<file path="src/rtl/uart_packet_tx.sv">
// uart_packet_tx
// Sends a packet of up to NUM_BYTES bytes as back-to-back UART frames.
// Each frame has a start bit, 8 data bits (LSB first), an optional parity
// bit, and a stop bit. An optional idle-high gap separates the bytes.
// All outputs are registered and computed from the next state, so tx is
// glitch-free and lines up exactly with the state it represents.
module uart_packet_tx #(
   parameter int NUM_BYTES    = 14,
   parameter int CLKS_PER_BIT = 27,
   parameter int GAP_CYCLES   = 50000,
   parameter int PARITY_EN    = 0
) (
   input  logic                           clk_3125,
   input  logic                           rst,
   input  logic                           start,
   input  logic [8*NUM_BYTES-1:0]         data_flat,
   input  logic [$clog2(NUM_BYTES+1)-1:0] byte_count,
   input  logic                           parity_type,
   output logic                           tx,
   output logic                           busy,
   output logic                           byte_done,
   output logic                           done
);

   localparam int CW = $clog2(NUM_BYTES + 1);
   localparam int IW = (NUM_BYTES > 1) ? $clog2(NUM_BYTES) : 1;
   localparam int TW = $clog2(CLKS_PER_BIT);
   localparam int GW = (GAP_CYCLES > 1) ? $clog2(GAP_CYCLES) : 1;

   localparam logic [CW-1:0] MAX_COUNT = CW'(NUM_BYTES);
   localparam logic [CW-1:0] ONE_LEFT  = CW'(1);
   localparam logic [TW-1:0] TICK_LAST = TW'(CLKS_PER_BIT - 1);
   localparam logic [GW-1:0] GAP_LAST  = GW'((GAP_CYCLES > 0) ? GAP_CYCLES - 1 : 0);

   typedef enum logic [2:0] {
      IDLE,
      START_BIT,
      DATA_BITS,
      PARITY,
      STOP,
      GAP,
      FINISH
   } state_t;

   state_t                       state_reg, state_next;
   logic [NUM_BYTES-1:0][7:0]    data_reg;
   logic                         ptype_reg, ptype_next;
   logic [CW-1:0]                left_reg, left_next;
   logic [IW-1:0]                byte_idx_reg, byte_idx_next;
   logic [2:0]                   bit_idx_reg, bit_idx_next;
   logic [TW-1:0]                clk_cnt_reg, clk_cnt_next;
   logic [GW-1:0]                gap_cnt_reg, gap_cnt_next;
   logic                         tx_reg, tx_next;
   logic                         busy_reg, busy_next;
   logic                         done_reg, done_next;
   logic                         byte_done_reg, byte_done_next;

   logic                         accept;
   logic                         bit_tick;
   logic [CW-1:0]                count_clamped;
   logic [7:0]                   cur_byte;

   assign bit_tick      = (clk_cnt_reg == TICK_LAST);
   assign count_clamped = (byte_count > MAX_COUNT) ? MAX_COUNT : byte_count;

   assign tx        = tx_reg;
   assign busy      = busy_reg;
   assign done      = done_reg;
   assign byte_done = byte_done_reg;

   // State, counters and output registers; reset aborts any packet and idles the line
   always_ff @(posedge clk_3125) begin
      if (rst) begin
         state_reg     <= IDLE;
         ptype_reg     <= 1'b0;
         left_reg      <= '0;
         byte_idx_reg  <= '0;
         bit_idx_reg   <= '0;
         clk_cnt_reg   <= '0;
         gap_cnt_reg   <= '0;
         tx_reg        <= 1'b1;
         busy_reg      <= 1'b0;
         done_reg      <= 1'b0;
         byte_done_reg <= 1'b0;
      end else begin
         state_reg     <= state_next;
         ptype_reg     <= ptype_next;
         left_reg      <= left_next;
         byte_idx_reg  <= byte_idx_next;
         bit_idx_reg   <= bit_idx_next;
         clk_cnt_reg   <= clk_cnt_next;
         gap_cnt_reg   <= gap_cnt_next;
         tx_reg        <= tx_next;
         busy_reg      <= busy_next;
         done_reg      <= done_next;
         byte_done_reg <= byte_done_next;
      end
   end

   // Payload snapshot, taken only at packet acceptance so later input changes are ignored
   always_ff @(posedge clk_3125) begin
      if (accept) begin
         data_reg <= data_flat;
      end
   end

   // Next-state logic: bit timing, byte sequencing and the inter-byte gap
   always_comb begin
      state_next     = state_reg;
      ptype_next     = ptype_reg;
      left_next      = left_reg;
      byte_idx_next  = byte_idx_reg;
      bit_idx_next   = bit_idx_reg;
      clk_cnt_next   = clk_cnt_reg;
      gap_cnt_next   = gap_cnt_reg;
      byte_done_next = 1'b0;
      accept         = 1'b0;

      case (state_reg)
         IDLE: begin
            if (start) begin
               accept        = 1'b1;
               ptype_next    = parity_type;
               left_next     = count_clamped;
               byte_idx_next = '0;
               bit_idx_next  = '0;
               clk_cnt_next  = '0;
               gap_cnt_next  = '0;
               // An empty packet skips framing and just signals completion
               state_next    = (count_clamped == '0) ? FINISH : START_BIT;
            end
         end

         START_BIT: begin
            if (bit_tick) begin
               clk_cnt_next = '0;
               bit_idx_next = '0;
               state_next   = DATA_BITS;
            end else begin
               clk_cnt_next = clk_cnt_reg + 1'b1;
            end
         end

         DATA_BITS: begin
            if (bit_tick) begin
               clk_cnt_next = '0;
               if (bit_idx_reg == 3'd7) begin
                  state_next = (PARITY_EN != 0) ? PARITY : STOP;
               end else begin
                  bit_idx_next = bit_idx_reg + 1'b1;
               end
            end else begin
               clk_cnt_next = clk_cnt_reg + 1'b1;
            end
         end

         PARITY: begin
            if (bit_tick) begin
               clk_cnt_next = '0;
               state_next   = STOP;
            end else begin
               clk_cnt_next = clk_cnt_reg + 1'b1;
            end
         end

         STOP: begin
            if (bit_tick) begin
               clk_cnt_next   = '0;
               byte_done_next = 1'b1;
               if (left_reg == ONE_LEFT) begin
                  state_next = FINISH;
               end else begin
                  left_next     = left_reg - 1'b1;
                  byte_idx_next = byte_idx_reg + 1'b1;
                  bit_idx_next  = '0;
                  gap_cnt_next  = '0;
                  state_next    = (GAP_CYCLES > 0) ? GAP : START_BIT;
               end
            end else begin
               clk_cnt_next = clk_cnt_reg + 1'b1;
            end
         end

         GAP: begin
            if (gap_cnt_reg == GAP_LAST) begin
               clk_cnt_next = '0;
               state_next   = START_BIT;
            end else begin
               gap_cnt_next = gap_cnt_reg + 1'b1;
            end
         end

         FINISH: begin
            state_next = IDLE;
         end

         default: begin
            state_next = IDLE;
         end
      endcase
   end

   // Line level and status flags for the state about to be entered
   always_comb begin
      cur_byte = data_reg[byte_idx_next];
      case (state_next)
         START_BIT: tx_next = 1'b0;
         DATA_BITS: tx_next = cur_byte[bit_idx_next];
         PARITY:    tx_next = (^cur_byte) ^ ptype_next;
         default:   tx_next = 1'b1;
      endcase
      busy_next = (state_next != IDLE);
      done_next = (state_next == FINISH);
   end

endmodule

</file>
<file path="config.mk">
export PLATFORM = sky130hd
export DESIGN_NAME = uart_packet_tx
export DESIGN_NICKNAME = d
export VERILOG_FILES = /design/src/rtl/uart_packet_tx.sv
export SDC_FILE = /design/constraint.sdc
export NUM_CORES = 1
export LEC_CHECK = 0
export CORE_ASPECT_RATIO = 1.4
export CORE_MARGIN = 4
export CORE_UTILIZATION = 45
export CTS_CLUSTER_DIAMETER = 50
export DETAILED_ROUTE_END_ITERATION = 8
export PLACE_DENSITY = 0.77
export SYNTH_ARGS = -nofsm -noshare
export SYNTH_HDL_FRONTEND = slang
export SYNTH_SLANG_ARGS = --single-unit
</file>
<file path="constraint.sdc">
create_clock -name clk_3125 -period 7.55 [get_ports clk_3125]
set_input_delay 1.1325 -clock clk_3125 [delete_from_list [all_inputs] [get_ports clk_3125]]
set_output_delay 1.1325 -clock clk_3125 [all_outputs]
set_load 0.01 [all_outputs]
</file>
==> results of run 1 <==
## cell type report
| class | instances | area, µm² |
|---|---|---|
| Inverter | 15 | 58.81 |
| Clock inverter | 14 | 115.1 |
| Multi-Input combinational cell | 355 | 2335 |
| Fill cell | 1158 | 5917 |
| Timing Repair Buffer | 126 | 1254 |
| Tap cell | 189 | 236.5 |
| Sequential cell | 152 | 4164 |
| Clock buffer | 18 | 429.2 |
## layout by cell type (no fill, tap or decap), drive strengths merged, types with 23 or more instances in the layout
cell and instances:
nand2 49, mux2i 27, a21oi 30, edfxtp 112
a211oi 29, nor2 38, dfxtp 40, clkdlybuf4s50 123
inv 23
## routing by layer
metal / vias up / GRT usage
li1: 2322 / -
met4: 2 / 0.1020
met5: - / 0
met1: 2371 / 0.2027
met3: 39 / 0.04052
met2: 200 / 0.3414
## tightest hold or removal path, cell delays in order (launching register included)
cell and delay, ns:
dfxtp_1 0.32, o21ai_0 0.07, a21oi_1 0.06
## power breakdown
part / leakage [nW] / internal (mW) / switching [mW]
clock network: 0.267 / 0.430 / 0.345
registers: 1.40 / 0.958 / 0.0224
logic: 1.37 / 0.0929 / 0.0747
## how the worst max path moves through the flow
| stage | from | to | slack (ns) | cells past startpoint |
|---|---|---|---|---|
| floorplan | start | data_reg[0] | 3.11 | 3 |
| global placement | start | tx | 1.92 | 11 |
| detailed placement | start | tx | 1.79 | 11 |
| CTS | start | tx | 2.23 | 11 |
| global route | start | tx | 1.89 | 11 |
| finish | start | tx | 2.20 | 11 |
## cell families (layout without fill, tap and decap cells)
kind of cell | after synthesis | after routing
and+or+nand+nor | 179 | 179
DFF | 152 | 152
AOI/OAI and AO/OA | 117 | 117
buffers and inverters | 44 | 173
muxes | 29 | 29
xor gates and xnor gates | 23 | 23
adders and majority gates | 7 | 7
## metrics by stage
stage	total power, mW	instances	hold slack (ns)
global route	1.994	869	0.5135
floorplan	1.071	551	0.4623
finish	1.923	869	0.4979
CTS	1.938	869	0.4982
detailed placement	1.165	837	0.4913
global placement	1.159	837	0.4788
==> summary.txt, run 1 <==
Detailed routing
  • DR pass1 iterations: 5
  • Initial drt markers: between 300 and 400
  • Vias/cell: around 5.7
  • Wl on met1: 5784 µm
  • Routed WL: 15,850 µm
  • Metal3 WL: 801 µm
  • Max Used Layer: met5
  • Met2 routed WL: around 8600 µm
  • Remaining DRCs: 0
  • Via count: just under 5,000
  • Post-route ant nets: 0
  • WL/cell: 18.24 µm

Placement
  • Setup WS pre-CTS: about 1.8 ns
  • Final HPWL DP: roughly 12,000 µm
  • Count of input and output buffers: roughly 120
  • Routability cong.: 0.8307
  • Post-DP Area: roughly 8000 µm²

Timing
  • Worst Skew: a little under 0.01 ns
  • Fin crit share: 0.7091
  • Final Max Tran Viols: 0
  • Fin crit period: between 5 and 6 ns
  • Fin. Hold Viols: 0
  • RSZ-0062 raised after global routing: false
  • Worst path setup slack after routing: approximately 2.2 ns
  • Final setup fails: 0
  • TNS Setup: 0 ns
  • Max-slew headroom: 0.2804
  • Achievable Freq: approximately 190 MHz
  • Worst-Margin Slew: 1.071 ns

Critical path
  • Slowest-stage cell, CP: a21oi_4
  • Largest stage delay, worst path: ~0.83 ns
  • Critical Path End Type: flip-flop
  • Reg2Reg Setup Slack: between 2 and 2.5 ns
  • Worst Reg-to-Reg Cells: 11
  • CP delay by family, top: simple AND/OR/NAND/NOR gates
  • CP Max Fanout: 32
  • Req. time, crit path: 7.84 ns
  • CP Launch Type: input port
  • CP bufs+invs: 1
  • Worst path cell trace: clkdlybuf4s50_1 > or4b_1 > and2_1 > a21oi_4 > mux2i_1 > a211oi_1 > nor4_1 > xnor2_1 > xnor2_2 > xnor3_1 > a211o_1
  • R2r startpoint: state_reg[2]
  • Crit Path Category: input port to flip-flop
  • Critical path data arrival time: ~5.7 ns
  • Crit Reg-Reg Endpoint: tx

Floorplanning
  • CORE AREA: 14,510 µm²
  • Initial core utilization: 0.4620
  • Die height: approximately 150 µm
  • Num rows: 52
  • Ports: about 120
  • Die X: ~110 µm
  • Die area: 16,940 µm²

Clock tree
  • Post-CTS setup buffer count: 0
  • CTS tree: yes
  • Worst-path clk slew: approximately 0.060 ns
  • Total clock buffers created by CTS: 17
  • CTS Buffer Depth: 2
  • Worst skew pair latency: approximately 0.41 ns
  • Htree depth: 4
  • Clock root buffer: clkbuf_16
  • Post_cts resized: 0
  • Hold buffer count at cts: 0
  • Clock Sinks: ~150

Logic synthesis
  • Cell taking the most area after synthesis: edfxtp_1
  • Post-synth top cells: 112 x edfxtp_1, 49 x nand2_1, 40 x dfxtp_1
  • Ys async rst share: 0
  • XOR/XNOR share of the synthesized area: 0.03323
  • Synthesized area: about 6700 µm²
  • Gate Count Post-Synth: approximately 550
  • Syn_nets: 678
  • Syn Area/Cell: roughly 12 µm²
  • Synth Area in Adders: 0.01307
  • Post-synthesis sequential area ratio: 0.6212
  • Top FF cell, synth: edfxtp_1
  • Count leader, synth: edfxtp_1
  • Synth area leaders: edfxtp_1 50%, dfxtp_1 12%, mux2i_1 4.0%
  • Ys Warns: 0
  • Yosys top cell area share: 0.5018
  • Fraction of the mapped netlist area in compound gates: 0.1183
  • Post-synthesis mux area share: 0.04368
  • Largest family of logic cells by synthesized area: simple AND/OR/NAND/NOR gates
  • Post-synthesis simple-gate area fraction: 0.1383
  • #FFs+latches synth: roughly 150
  • Netlist cell types: 54
  • Number of flops mapped to enable cells by yosys: roughly 110

Final layout
  • P&R area growth vs syn: 28.19%
  • Final core occ: 0.5922
  • Layout Nets: 794
  • N_diodes: 0
  • Largest register FFs: ~110
  • Ratio of cells with drive above 1 in the final layout: 0.06618
  • Final instance area: 8592 µm²

Global route
  • Total gr overflow: 0
  • Global-route wire length before repair: 25,460 µm
  • Gr usage total: 0.1882
  • Vias in the first global route: approximately 5,300
  • Initial antenna violation count: 1
  • Largest net degree at the start of global routing: 77

Flow run
  • Max-cap viol count: 0

Hold path
  • Worst hold start: gap_cnt_reg[5]
  • Worst hold endpoint: gap_cnt_reg[5]
  • Hold depth: 2
  • Hold WC Path Type: flip-flop to flip-flop

Status
  • Run status: finished clean

Power
  • Leakage power: between 3 and 4 nW
  • Worst VDD drop: ~0.00017 V
  • Pwr dens: about 220 nW/µm²
No activity file was read; power rests on OpenSTA's default activity.
==> run 2, diff against run 1 <==
Clock period 7.55 ns to 5.4 ns, I/O delays scaled along.
==> run 2 against run 1 <==
Against the previous run:
- clock skew up 0.00055 ns
- cell area up 1.5%
- flip-flop and latch count unchanged
- final cell count up 0.81%
- critical path depth up 1
- global-route usage down 0.52 points
- power up 47%
- worst hold slack better by 0.0032 ns
- setup slack worse by 1.4 ns
- die area unchanged
- critical endpoint unchanged
- highest routed layer is now met4
==> summary.txt, run 2 (synthesis gave the netlist of run 1 again) <==
Timing
  • Final Max Tran Viols: 0 (unchanged)
  • Hold_ws: 0.5011 ns (was 0.4979 ns)
  • Max-slew headroom: 0.3705 (was 0.2804)
  • Fin crit share: 0.8598
  • Fin. Hold Viols: 0 (unchanged)
  • RSZ-0062 raised after global routing: false (unchanged)
  • Final setup fails: 0 (unchanged)
  • Worst-Margin Slew: 0.9442 ns (was 1.071 ns)
  • Fin crit period: roughly 4.6 ns
  • Achievable Freq: around 220 MHz
  • Worst Skew: 0.01031 ns (was 0.009758 ns)
  • TNS Setup: 0 ns (unchanged)

Clock tree
  • Clock Sinks: 152 (unchanged)
  • Worst-path clk slew: 0.06 ns (about the same)
  • CTS tree: yes (unchanged)
  • Clock root buffer: clkbuf_16 (unchanged)
  • CTS Buffer Depth: 2 (unchanged)
  • Post-CTS setup buffer count: 0 (unchanged)
  • Worst skew pair latency: 0.41 ns (about the same)
  • Post_cts resized: 0 (unchanged)
  • Htree depth: 4 (unchanged)
  • Total clock buffers created by CTS: 17 (unchanged)
  • Hold buffer count at cts: 0 (unchanged)

Critical path
  • Worst Reg-to-Reg Cells: 11 (unchanged)
  • Crit Reg-Reg Endpoint: tx (unchanged)
  • Critical Path End Type: flip-flop (unchanged)
  • Crit Path Category: input port to flip-flop (unchanged)
  • CP bufs+invs: 2 (was 1)
  • CP Launch Type: input port (unchanged)
  • Critical path data arrival time: 4.94 ns (was 5.65 ns)
  • CP Max Fanout: 27 (was 32)
  • Worst path cell trace: clkdlybuf4s50_1 > or4b_1 > and2_1 > a21o_1 > buf_4 > a221oi_1 > a211oi_1 > nor4_1 > xnor2_1 > xnor2_2 > xnor3_1 > a211o_1 (was clkdlybuf4s50_1 > or4b_1 > and2_1 > a21oi_4 > mux2i_1 > a211oi_1 > nor4_1 > xnor2_1 > xnor2_2 > xnor3_1 > a211o_1)
  • R2r startpoint: state_reg[2] (unchanged)
  • Slowest-stage cell, CP: clkdlybuf4s50_1 (was a21oi_4)
  • Req. time, crit path: 5.70 ns (was 7.84 ns)
  • Largest stage delay, worst path: 0.56 ns (was 0.83 ns)
  • CP delay by family, top: compound AO/OA/AOI/OAI gates (was simple AND/OR/NAND/NOR gates)
  • Reg2Reg Setup Slack: 0.78 ns (was 2.41 ns)

Detailed routing
  • Initial drt markers: 380 (was 333)
  • DR pass1 iterations: 5 (unchanged)
  • WL/cell: 17.62 µm (was 18.24 µm)
  • Post-route ant nets: 0 (unchanged)
  • Routed WL: 15,430 µm (was 15,850 µm)
  • Remaining DRCs: 0 (unchanged)
  • Vias/cell: 5.580 (was 5.678)
  • Via count: 4,888 (was 4,934)

Hold path
  • Hold WC Path Type: flip-flop to flip-flop (unchanged)
  • Hold depth: 2 (unchanged)
  • Worst hold endpoint: gap_cnt_reg[1] (was gap_cnt_reg[5])
  • Worst hold start: gap_cnt_reg[1] (was gap_cnt_reg[5])

Global route
  • Gr usage total: 0.1830 (was 0.1882)
  • Total gr overflow: 0 (unchanged)
  • Global-route wire length before repair: 24,680 µm (was 25,460 µm)
  • Initial antenna violation count: 0 (was 1)
  • Vias in the first global route: 5,102 (was 5,266)
  • Largest net degree at the start of global routing: 77 (unchanged)

Final layout
  • Final core occ: 0.6011 (was 0.5922)
  • Most frequent cells in the layout: 123 x clkdlybuf4s50_1, 112 x edfxtp_1, 49 x nand2_1, 40 x dfxtp_1, 38 x nor2_1 (unchanged)
  • Leading cell type in the layout, fill and taps excluded: clkdlybuf4s50_1 (unchanged)
  • Final instance area: 8721 µm² (was 8592 µm²)
  • P&R area growth vs syn: 30.11% (was 28.19%)
  • Layout fillers: 1,109 (was 1,158)
  • Ratio of cells with drive above 1 in the final layout: 0.08006 (was 0.06618)
  • Layout Nets: 802 (was 794)
  • Largest register FFs: 112 (unchanged)
  • N_diodes: 0 (unchanged)

Floorplanning
  • Num rows: 52 (unchanged)
  • Die X: 111.1 µm (unchanged)
  • Ports: 124 (unchanged)
  • Initial core utilization: 0.4620 (unchanged)
  • Die area: 16,940 µm² (unchanged)
  • Die height: 152.4 µm (unchanged)
  • CORE AREA: 14,510 µm² (unchanged)

Placement
  • Final HPWL DP: 11,310 µm (was 11,600 µm)
  • Post-DP Area: 8108 µm² (was 8048 µm²)
  • Routability cong.: 0.8605 (was 0.8307)
  • Count of input and output buffers: 123 (unchanged)

Power
  • Pint: 2.209 mW (was 1.481 mW)
  • Worst VDD drop: 0.0001986 V (was 0.0001704 V)
  • Psw: 0.6224 mW (was 0.4421 mW)
  • Pwr dens: 324.7 nW/µm² (was 223.8 nW/µm²)
  • Combinational share of power: 0.083 (was 0.087)
  • Leakage power: 3.096 nW (was 3.034 nW)
  • Sw frac: 0.2198 (was 0.2299)
  • Clk pwr share: 0.433 (was 0.403)
  • Sequential Power Share: 0.483 (was 0.510)

Status
  • Run status: finished clean (unchanged)

Flow run
  • Max-cap viol count: 0 (unchanged)
-- run 2: cell types whose count changed in the layout (fill, tap and decap cells not counted), sizes merged --
cell      change
buf           +8
clkinvlp      +2
bufinv        +3
clkbuf        -1
inv           -1
clkinv        -4
-- run 2: power groups by stage --
stage               clock [mW]  combinational (mW)  sequential [mW]
CTS                       1.25               0.238             1.37
floorplan                    0               0.112             1.39
finish                    1.23               0.236             1.37
global route              1.30               0.257             1.37
global placement             0               0.230             1.39
detailed placement           0               0.237             1.39
-- run 2: worst max-delay path by stage --
stage	cells past startpoint	startpoint	endpoint	slack, ns
3_3_place_gp	12	start	tx	0.47
6_report	12	start	tx	0.76
5_1_grt	11	state_reg[2]	tx	0.49
2_1_floorplan	3	start	data_reg[0]	1.28
3_5_place_dp	12	start	tx	0.39
4_1_cts	11	state_reg[2]	tx	0.79
-- run 2: area by class of cell --
| type | count | area, µm² | area share |
|---|---|---|---|
| sequential | 152 | 4164 | 0.4775 |
| multi-input combinational | 355 | 2335 | 0.2677 |
| inverter | 15 | 58.81 | 0.006743 |
| tap | 189 | 236.5 | 0.02712 |
| clock inverter | 14 | 187.7 | 0.02152 |
| clock buffer | 17 | 425.4 | 0.04878 |
| timing repair buffer | 134 | 1314 | 0.1506 |
-- run 2: per-stage QoR --
| stage | power, mW | cells | setup slack [ns] |
|---|---|---|---|
| 6_report | 2.832 | 876 | 0.7571 |
| 3_3_place_gp | 1.621 | 845 | 0.4681 |
| 4_1_cts | 2.855 | 876 | 0.7948 |
| 3_5_place_dp | 1.630 | 845 | 0.3895 |
| 2_1_floorplan | 1.498 | 551 | 1.280 |
| 5_1_grt | 2.933 | 876 | 0.4854 |
-- run 2: tightest hold or removal path: stages, from the launching register on --
cell and delay [ns]:
dfxtp_1 0.32, o21ai_0 0.07, a21oi_1 0.06
-- run 2: metal layers --
metal,wire (µm),global-route usage,vias up,share of wire
met1,5653,0.2019,2322,0.37
met5,0,0,-,0
li1,-,-,2336,-
met3,1013,0.04489,35,0.066
met4,551,0.09449,0,0.036
met2,8215,0.3249,195,0.53
